<file path="config.mk">
export PLATFORM = sky130hd
export DESIGN_NAME = logic_pod_capture_flat
export DESIGN_NICKNAME = d
export VERILOG_FILES = /design/src/rtl/logic_pod_capture_pkg.sv /design/src/rtl/logic_pod_capture_if.sv /design/src/rtl/logic_pod_record_fifo.sv /design/src/rtl/logic_pod_capture.sv /design/src/flat_wrapper.sv
export SDC_FILE = /design/constraint.sdc
export NUM_CORES = 2
export LEC_CHECK = 0
export CORE_MARGIN = 5
export CORE_UTILIZATION = 55
export CTS_BUF_LIST = sky130_fd_sc_hd__clkbuf_4 sky130_fd_sc_hd__clkbuf_8
export DETAILED_ROUTE_END_ITERATION = 10
export PLACE_DENSITY = 0.75
export SLEW_MARGIN = 0
export SYNTH_ARGS = -nofsm -noshare
export SYNTH_HDL_FRONTEND = slang
export SYNTH_SLANG_ARGS = --single-unit
</file>
<file path="constraint.sdc">
create_clock -name clk_250mhz -period 16.1 [get_ports clk_250mhz]
set_input_delay 2.415 -clock clk_250mhz [delete_from_list [all_inputs] [get_ports clk_250mhz]]
set_output_delay 2.415 -clock clk_250mhz [all_outputs]
set_load 0.05 [all_outputs]
</file>
<file path="src/rtl/logic_pod_capture_pkg.sv">
// logic_pod_capture_pkg: shared capture states, record layout and marker constants
package logic_pod_capture_pkg;
    typedef enum logic [1:0] {IDLE = 2'd0, ARMED = 2'd1, CAPTURE = 2'd2, DONE = 2'd3} la_cap_state_t;
    localparam logic [4:0] TRIG_POS_NONE = 5'h1F;
    localparam int LP_LANES = 8;
    localparam int LP_SPC = 20;
    localparam int LP_TS_WIDTH = 48;
    localparam int REC_W = LP_TS_WIDTH + 5 + LP_LANES * LP_SPC;
    typedef struct packed {
        logic [LP_TS_WIDTH-1:0]       ts;
        logic [4:0]                   trig_pos;
        logic [LP_LANES*LP_SPC-1:0]   samples;
    } la_cap_record_t;
endpackage

</file>
<file path="src/rtl/logic_pod_capture_if.sv">
// logic_pod_capture_if: valid/ready record stream from the capture stage to the memory arbiter
interface logic_pod_capture_if import logic_pod_capture_pkg::*; #(parameter int WIDTH = REC_W);
    logic             rec_valid;
    logic             rec_ready;
    logic [WIDTH-1:0] rec_data;
    modport master(output rec_valid, rec_data, input rec_ready);
    modport slave(input rec_valid, rec_data, output rec_ready);
endinterface

</file>
<file path="src/rtl/logic_pod_record_fifo.sv">
// logic_pod_record_fifo: first-word fall-through record FIFO with synchronous flush
module logic_pod_record_fifo #(
    parameter int DEPTH = 16,
    parameter int WIDTH = 8
) (
    input  logic             clk,
    input  logic             rst_n,
    input  logic             flush,
    input  logic             wr_en,
    input  logic [WIDTH-1:0] wr_data,
    input  logic             rd_en,
    output logic [WIDTH-1:0] rd_data,
    output logic             full,
    output logic             empty
);
    localparam int AW = $clog2(DEPTH);
    logic [WIDTH-1:0] mem_q [DEPTH];
    logic [AW:0] wr_ptr_q, rd_ptr_q;
    logic do_wr, do_rd;
    assign empty = wr_ptr_q == rd_ptr_q;
    assign full = (wr_ptr_q[AW-1:0] == rd_ptr_q[AW-1:0]) && (wr_ptr_q[AW] != rd_ptr_q[AW]);
    assign do_rd = rd_en && !empty;
    // a full FIFO still accepts a write when the head leaves in the same cycle
    assign do_wr = wr_en && (!full || do_rd);
    assign rd_data = empty ? '0 : mem_q[rd_ptr_q[AW-1:0]];
    always_ff @(posedge clk or negedge rst_n)
        if (!rst_n) begin
            wr_ptr_q <= '0;
            rd_ptr_q <= '0;
        end else if (flush) begin
            wr_ptr_q <= '0;
            rd_ptr_q <= '0;
        end else begin
            wr_ptr_q <= wr_ptr_q + (AW+1)'(do_wr);
            rd_ptr_q <= rd_ptr_q + (AW+1)'(do_rd);
        end
    always_ff @(posedge clk)
        if (do_wr && !flush) mem_q[wr_ptr_q[AW-1:0]] <= wr_data;
endmodule

</file>
<file path="src/rtl/logic_pod_capture.sv">
// logic_pod_capture: per-lane inversion, pattern trigger and change compression into a timestamped record FIFO
module logic_pod_capture import logic_pod_capture_pkg::*; #(
    parameter int               LANES = LP_LANES,
    parameter int               SPC = LP_SPC,
    parameter logic [LANES-1:0] LANE_INVERT = '0,
    parameter int               DEPTH = 16,
    parameter int               TS_WIDTH = LP_TS_WIDTH,
    parameter int               IDLE_MAX = 1023
) (
    input  logic                   clk_250mhz,
    input  logic                   rst_n,
    input  logic [LANES*SPC-1:0]   in_data,
    input  logic                   arm,
    input  logic [LANES-1:0]       trig_mask,
    input  logic [LANES-1:0]       trig_pattern,
    input  logic [15:0]            post_count,
    logic_pod_capture_if.master    rec,
    output logic [1:0]             state,
    output logic                   overflow,
    output logic [15:0]            drop_count
);
    localparam int IW = $clog2(IDLE_MAX + 1);
    localparam int RW = TS_WIDTH + 5 + LANES * SPC;
    logic [LANES*SPC-1:0] inv_mask, s1_q;
    logic [LANES-1:0] col [SPC];
    logic [LANES-1:0] last_q;
    la_cap_state_t state_q, state_d;
    logic [15:0] post_q, post_d, drop_q;
    logic [IW-1:0] idle_q, idle_d;
    logic [TS_WIDTH-1:0] ts_q;
    logic [RW-1:0] rec_q;
    logic [4:0] hit_pos, pos_d;
    logic hit, changed, wr_d, wr_q, overflow_q, full, empty, drop;
    for (genvar l = 0; l < LANES; l++) begin : g_inv
        assign inv_mask[l*SPC +: SPC] = {SPC{LANE_INVERT[l]}};
    end
    // regroup the lane-major S1 word into one LANES-wide column per sample slot
    always_comb begin
        for (int s = 0; s < SPC; s++)
            for (int l = 0; l < LANES; l++)
                col[s][l] = s1_q[l*SPC+s];
    end
    always_comb begin
        hit = 1'b0;
        hit_pos = TRIG_POS_NONE;
        changed = 1'b0;
        for (int s = SPC - 1; s >= 0; s--)
            if (((col[s] ^ trig_pattern) & trig_mask) == '0) begin
                hit = 1'b1;
                hit_pos = 5'(s);
            end
        for (int s = 0; s < SPC; s++)
            if (col[s] != last_q) changed = 1'b1;
    end
    always_comb begin
        state_d = state_q;
        post_d = post_q;
        idle_d = idle_q;
        wr_d = 1'b0;
        pos_d = TRIG_POS_NONE;
        if (arm) begin
            state_d = ARMED;
            idle_d = '0;
        end else if (state_q == ARMED && hit) begin
            wr_d = 1'b1;
            pos_d = hit_pos;
            idle_d = '0;
            post_d = post_count;
            state_d = post_count == 16'd0 ? DONE : CAPTURE;
        end else if (state_q == CAPTURE) begin
            wr_d = changed || idle_q == IW'(IDLE_MAX);
            idle_d = wr_d ? '0 : idle_q + 1'b1;
            post_d = wr_d ? post_q - 1'b1 : post_q;
            state_d = (wr_d && post_q == 16'd1) ? DONE : CAPTURE;
        end
    end
    // a record the FIFO cannot take is dropped but was already counted toward post_count
    assign drop = wr_q && full && !rec.rec_ready;
    always_ff @(posedge clk_250mhz or negedge rst_n)
        if (!rst_n) begin
            s1_q <= '0;
            last_q <= '0;
            state_q <= IDLE;
            post_q <= '0;
            idle_q <= '0;
            ts_q <= '0;
            wr_q <= 1'b0;
            rec_q <= '0;
            overflow_q <= 1'b0;
            drop_q <= '0;
        end else begin
            s1_q <= in_data ^ inv_mask;
            last_q <= col[SPC-1];
            state_q <= state_d;
            post_q <= post_d;
            idle_q <= idle_d;
            ts_q <= arm ? '0 : ts_q + 1'b1;
            wr_q <= wr_d;
            if (wr_d) rec_q <= {ts_q, pos_d, s1_q};
            overflow_q <= arm ? 1'b0 : (overflow_q | drop);
            drop_q <= arm ? '0 : drop_q + 16'(drop && drop_q != 16'hFFFF);
        end
    logic_pod_record_fifo #(.DEPTH(DEPTH), .WIDTH(RW)) u_fifo (
        .clk(clk_250mhz),
        .rst_n(rst_n),
        .flush(arm),
        .wr_en(wr_q),
        .wr_data(rec_q),
        .rd_en(rec.rec_ready),
        .rd_data(rec.rec_data),
        .full(full),
        .empty(empty)
    );
    assign rec.rec_valid = !empty;
    assign state = state_q;
    assign overflow = overflow_q;
    assign drop_count = drop_q;
endmodule

</file>
<file path="src/flat_wrapper.sv">
// flat-port wrapper written by rule: the top's interface ports become plain ports
module logic_pod_capture_flat import logic_pod_capture_pkg::*;
#(
    parameter int               LANES = LP_LANES,
    parameter int               SPC = LP_SPC,
    parameter logic [LANES-1:0] LANE_INVERT = '0,
    parameter int               DEPTH = 16,
    parameter int               TS_WIDTH = LP_TS_WIDTH,
    parameter int               IDLE_MAX = 1023
)
  (clk_250mhz, rst_n, in_data, arm, trig_mask, trig_pattern, post_count, state, overflow, drop_count, rec_rec_valid, rec_rec_data, rec_rec_ready);
  logic_pod_capture_if rec_i ();
  input  logic clk_250mhz;
  input  logic rst_n;
  input  logic [LANES*SPC-1:0] in_data;
  input  logic arm;
  input  logic [LANES-1:0] trig_mask;
  input  logic [LANES-1:0] trig_pattern;
  input  logic [15:0] post_count;
  output logic [1:0] state;
  output logic overflow;
  output logic [15:0] drop_count;
  output wire logic [$bits(rec_i.rec_valid)-1:0] rec_rec_valid;
  output wire logic [$bits(rec_i.rec_data)-1:0] rec_rec_data;
  input wire logic [$bits(rec_i.rec_ready)-1:0] rec_rec_ready;
  assign rec_rec_valid = rec_i.rec_valid;
  assign rec_rec_data = rec_i.rec_data;
  assign rec_i.rec_ready = rec_rec_ready;
  logic_pod_capture #(.LANES(LANES), .SPC(SPC), .LANE_INVERT(LANE_INVERT), .DEPTH(DEPTH), .TS_WIDTH(TS_WIDTH), .IDLE_MAX(IDLE_MAX)) u_core (.clk_250mhz(clk_250mhz), .rst_n(rst_n), .in_data(in_data), .arm(arm), .trig_mask(trig_mask), .trig_pattern(trig_pattern), .post_count(post_count), .rec(rec_i), .state(state), .overflow(overflow), .drop_count(drop_count));
endmodule
</file>
==> results_dict.tcl <==
set metrics [dict create \
    fp.dieH_um 532 \
    grt-ovfl-total 0 \
    cell_type_with_the_highest_occurrence_count_on_the_critical_path "sky130_fd_sc_hd__buf_4" \
    power_density_nw_per_um2 155 \
    final-seq-area_sq_um 114000 \
    drv_slew 0 \
    fin_skew_ns 0.0555 \
    peakVddDrop_mv 0.151 \
    synthesis.instances 6661 \
    hold_violations 0 \
    warnings_synthesis 0 \
    worstPathMaxFanout 63 \
    post-cts-setup-buffer-count 0 \
    leakage_nw 55.2 \
    cts_root_buf "sky130_fd_sc_hd__clkbuf_8" \
    first_pass_grt_wire_length_um 545000 \
    crit_chain "buf_4 -> buf_4 -> buf_4 -> mux4_2 -> mux4_2 -> nor2b_1 -> clkdlybuf4s50_1" \
    num-nets-final 7687 \
    synthFlopType "sky130_fd_sc_hd__edfxtp_1" \
    floorplan.core_area_sq_um 271000 \
    buffer_and_inverter_count_on_the_worst_path 4 \
    synth.top_cell.area_share 0.682 \
    area_used_by_multi_input_combinational_logic_sq_um 34100 \
    outcome "finished clean" \
    period_minus_slack_ns 9.22 \
    cp-start-kind "register" \
    cts_tree "built" \
    port-buffer-count 428 \
    drt_pre_antenna_iters 6 \
    post-synth-top-area-cell "sky130_fd_sc_hd__edfxtp_1" \
    relSlewSlack 0.0678 \
    place_hpwl_um 209000 \
    globalRouteTotalUtil 0.267 \
    crit_cells 7 \
    antenna_left 0 \
    worst_setup_path_startpoint "u_core.u_fifo.rd_ptr_q[1]" \
    cp.arrival_ns 6.81 \
    synthesized_flop_and_latch_total 3893 \
    worst_slew_pin_slew_ns 1.39 \
    routed_wire_length_per_instance_um 33.0 \
    path_delay_family "buffers and inverters" \
    cts_hold_buffers 0 \
    element_type_at_the_critical_path_end "output port" \
    regToRegStartpoint "u_core.u_fifo.rd_ptr_q[2]" \
    first_global_vias 75900 \
    route.detailed.drc 0 \
    rsz_0062_raised_after_global_routing "no" \
    accumulated_negative_setup_slack_ns 0 \
    max_cap_viol_count 0 \
    min_to "u_core.last_q[4]" \
    fraction_of_layout_cells_with_a_size_suffix_above_1 0.286 \
    number_of_distinct_library_cell_variants_in_the_gate_level_netlist_after_synthesis 75 \
    yosys-top-cells-area "sky130_fd_sc_hd__edfxtp_1 (68%), sky130_fd_sc_hd__mux4_2 (16%), sky130_fd_sc_hd__dfrtp_1 (8.1%)" \
    dr_total_vias 74600 \
    fraction_of_the_yosys_area_taken_by_sequential_cells 0.763 \
    r2r_slack_ns 10.49 \
    drc_violation_total_after_the_first_tritonroute_iteration 9825 \
    detail_route.vias_per_cell 6.43 \
    design.die.area_sq_um 283000 \
    rows 191 \
    clk-insertion-delay-late_ns 1.17 \
    final.fill_count 17600 \
    setup_viol_count_final 0 \
    ws_path_type "register to output port" \
    clk_transition_reported_paths_ns 0.06 \
    ys_async_sr_fraction 0.125 \
    cts.path.max_buffers 4 \
    syn-cell-area_sq_um 150000 \
    syn_area_per_cell_sq_um 22.5 \
    holdCritStartpoint "u_core.s1_q[99]" \
    hold_slack_ns 0.456 \
    max_clock_freq_mhz 108 \
    grt_antenna_before_repair 68 \
    holdPathStages 0 \
    die_w_um 532 \
    flow.area_growth_from_synthesis_pct 14.2 \
    num_cts_buffers 609 \
    critical-path-slowest-cell "sky130_fd_sc_hd__dfrtp_4" \
    routed_wl_um 382000 \
    gpl.final_weighted_congestion 0.925 \
    period_share 0.573 \
    grt_max_degree 171 \
    class_of_the_tightest_hold_or_removal_check "register to register" \
    slowest_delay_ns 0.93 \
    cts_sinks 3893 \
    worst_r2r_endpoint "u_core.u_fifo.mem_q[15][161]" \
    initial_utilization 0.553 \
    r2r.worst_path.cells 10 \
    pin_count 429 \
    cts_max_level 6 \
    edff_count_synth 3408 \
    synth_nets 6867 \
    post_cts.resized_instances 0 \
    worst_ep_required_time_ns 13.69 \
]
cell usage after synthesis (10+ instances only):
cell                        instances
sky130_fd_sc_hd__dfrtp_1          485
sky130_fd_sc_hd__nand4_1           67
sky130_fd_sc_hd__buf_8             11
sky130_fd_sc_hd__nor2_1           106
sky130_fd_sc_hd__or3_1             18
sky130_fd_sc_hd__nand2b_1          11
sky130_fd_sc_hd__mux2_2            10
sky130_fd_sc_hd__a31oi_1           12
sky130_fd_sc_hd__buf_6             13
sky130_fd_sc_hd__a21oi_1           20
sky130_fd_sc_hd__nand3_1           41
sky130_fd_sc_hd__a2bb2oi_1         15
sky130_fd_sc_hd__mux2i_1           11
sky130_fd_sc_hd__ha_1              10
sky130_fd_sc_hd__nand2_1           53
sky130_fd_sc_hd__mux2_1           199
sky130_fd_sc_hd__mux4_2          1065
sky130_fd_sc_hd__inv_1             20
sky130_fd_sc_hd__nor4_1            21
sky130_fd_sc_hd__clkbuf_1         245
sky130_fd_sc_hd__buf_2             12
sky130_fd_sc_hd__o21ai_0           20
sky130_fd_sc_hd__xor2_1           207
sky130_fd_sc_hd__and3_1            16
sky130_fd_sc_hd__edfxtp_1        3408
sky130_fd_sc_hd__and4_1            17
sky130_fd_sc_hd__buf_1             54
sky130_fd_sc_hd__xnor2_1           30
sky130_fd_sc_hd__a22oi_1           84
sky130_fd_sc_hd__or4_1             21
sky130_fd_sc_hd__nor3_1            39
sky130_fd_sc_hd__buf_4             15
sky130_fd_sc_hd__nor2b_1          226
report_power, final:
part / total, mW / switching, mW / internal, mW
logic: 4.72 / 2.65 / 2.08
registers: 13.3 / 1.05 / 12.3
clock network: 8.50 / 3.83 / 4.67
placed cells by master (no fill, tap or decap), types with 17 or more instances in the layout:
cell type | Yosys | final
sky130_fd_sc_hd__edfxtp_1 | 3408 | 3408
sky130_fd_sc_hd__mux4_2 | 1065 | 1065
sky130_fd_sc_hd__clkbuf_8 | 0 | 659
sky130_fd_sc_hd__dfrtp_1 | 485 | 481
sky130_fd_sc_hd__clkdlybuf4s50_1 | 0 | 426
sky130_fd_sc_hd__clkbuf_4 | 0 | 278
sky130_fd_sc_hd__nor2b_1 | 226 | 225
sky130_fd_sc_hd__xor2_1 | 207 | 207
sky130_fd_sc_hd__mux2_1 | 199 | 199
sky130_fd_sc_hd__buf_4 | 15 | 110
sky130_fd_sc_hd__nor2_1 | 106 | 94
sky130_fd_sc_hd__a22oi_1 | 84 | 84
sky130_fd_sc_hd__clkinv_1 | 0 | 73
sky130_fd_sc_hd__nand4_1 | 67 | 67
sky130_fd_sc_hd__nand2_1 | 53 | 53
sky130_fd_sc_hd__diode_2 | 0 | 45
sky130_fd_sc_hd__nand3_1 | 41 | 41
sky130_fd_sc_hd__clkinv_2 | 0 | 37
sky130_fd_sc_hd__nor3_1 | 39 | 35
sky130_fd_sc_hd__xnor2_1 | 30 | 30
sky130_fd_sc_hd__buf_12 | 0 | 22
sky130_fd_sc_hd__or4_1 | 21 | 21
sky130_fd_sc_hd__nor4_1 | 21 | 21
sky130_fd_sc_hd__inv_1 | 20 | 20
sky130_fd_sc_hd__o21ai_0 | 20 | 20
sky130_fd_sc_hd__a21oi_1 | 20 | 20
sky130_fd_sc_hd__inv_6 | 0 | 19
sky130_fd_sc_hd__or3_1 | 18 | 18
sky130_fd_sc_hd__and4_1 | 17 | 17
worst max-delay path by stage:
stage	end
2_1_floorplan	u_core.u_fifo.mem_q[12][0]
3_3_place_gp	u_core.rec_q[146]
5_1_grt	rec_rec_data[126]
6_report	rec_rec_data[62]
4_1_cts	rec_rec_data[126]
3_5_place_dp	u_core.rec_q[148]
area by class of cell:
| class | instances | area share |
|---|---|---|
| Clock inverter | 179 | 0.00858 |
| Antenna cell | 45 | 0.000657 |
| Multi-Input combinational cell | 2397 | 0.199 |
| Inverter | 21 | 0.000460 |
| Timing Repair Buffer | 559 | 0.0324 |
| Sequential cell | 3893 | 0.668 |
| Tap cell | 3570 | 0.0261 |
| Clock buffer | 937 | 0.0651 |
metal layers:
metal / vias up / part of all wire / track usage
li1: 29600 / - / -
met1: 39600 / 0.38 / 0.376
met2: 4642 / 0.48 / 0.418
met3: 701 / 0.10 / 0.0566
met4: 22 / 0.040 / 0.102
met5: - / 0.00033 / 0
metrics by stage:
step                       util  cells  total power [mW]  instance area (sq um)  setup WS [ns]
final                     0.632  11600              26.5                 171000           6.88
after global routing      0.632  11600              27.5                 171000           6.34
after CTS                 0.632  11600              26.7                 171000           6.70
after detailed placement  0.585  10400              18.3                 159000           7.91
after global placement    0.585  10400              18.1                 159000           7.92
after floorplan               -   6661              16.5                 150000           3.24
worst reg2reg max path: cells and delay by family (launching register included):
family        cells  cell delay, ns
buf+inv           3            2.46
simple gates      6            1.47
flops             1            1.04
xor+xnor          1            0.22
cells by family after synthesis:
family | Yosys count | synth area share
xor gates and xnor gates | 237 | 0.0138
and+or+nand+nor | 656 | 0.0249
muxes | 1285 | 0.176
AOI/OAI and AO/OA | 209 | 0.0104
adders and majority gates | 10 | 0.000834
DFF | 3893 | 0.763
buffers and inverters | 371 | 0.0112
sequential cells by signal, indices dropped and copies added (netlist names), 2 cells and up:
signal	flops
u_core.idle_q	10
u_core.u_fifo.wr_ptr_q	5
u_core.s1_q	160
u_core.u_fifo.rd_ptr_q	5
u_core.state	2
u_core.drop_count	16
u_core.rec_q	213
u_core.u_fifo.mem_q	3408
u_core.post_q	16
u_core.last_q	8
u_core.ts_q	48
No activity file was read; power rests on OpenSTA's default activity.
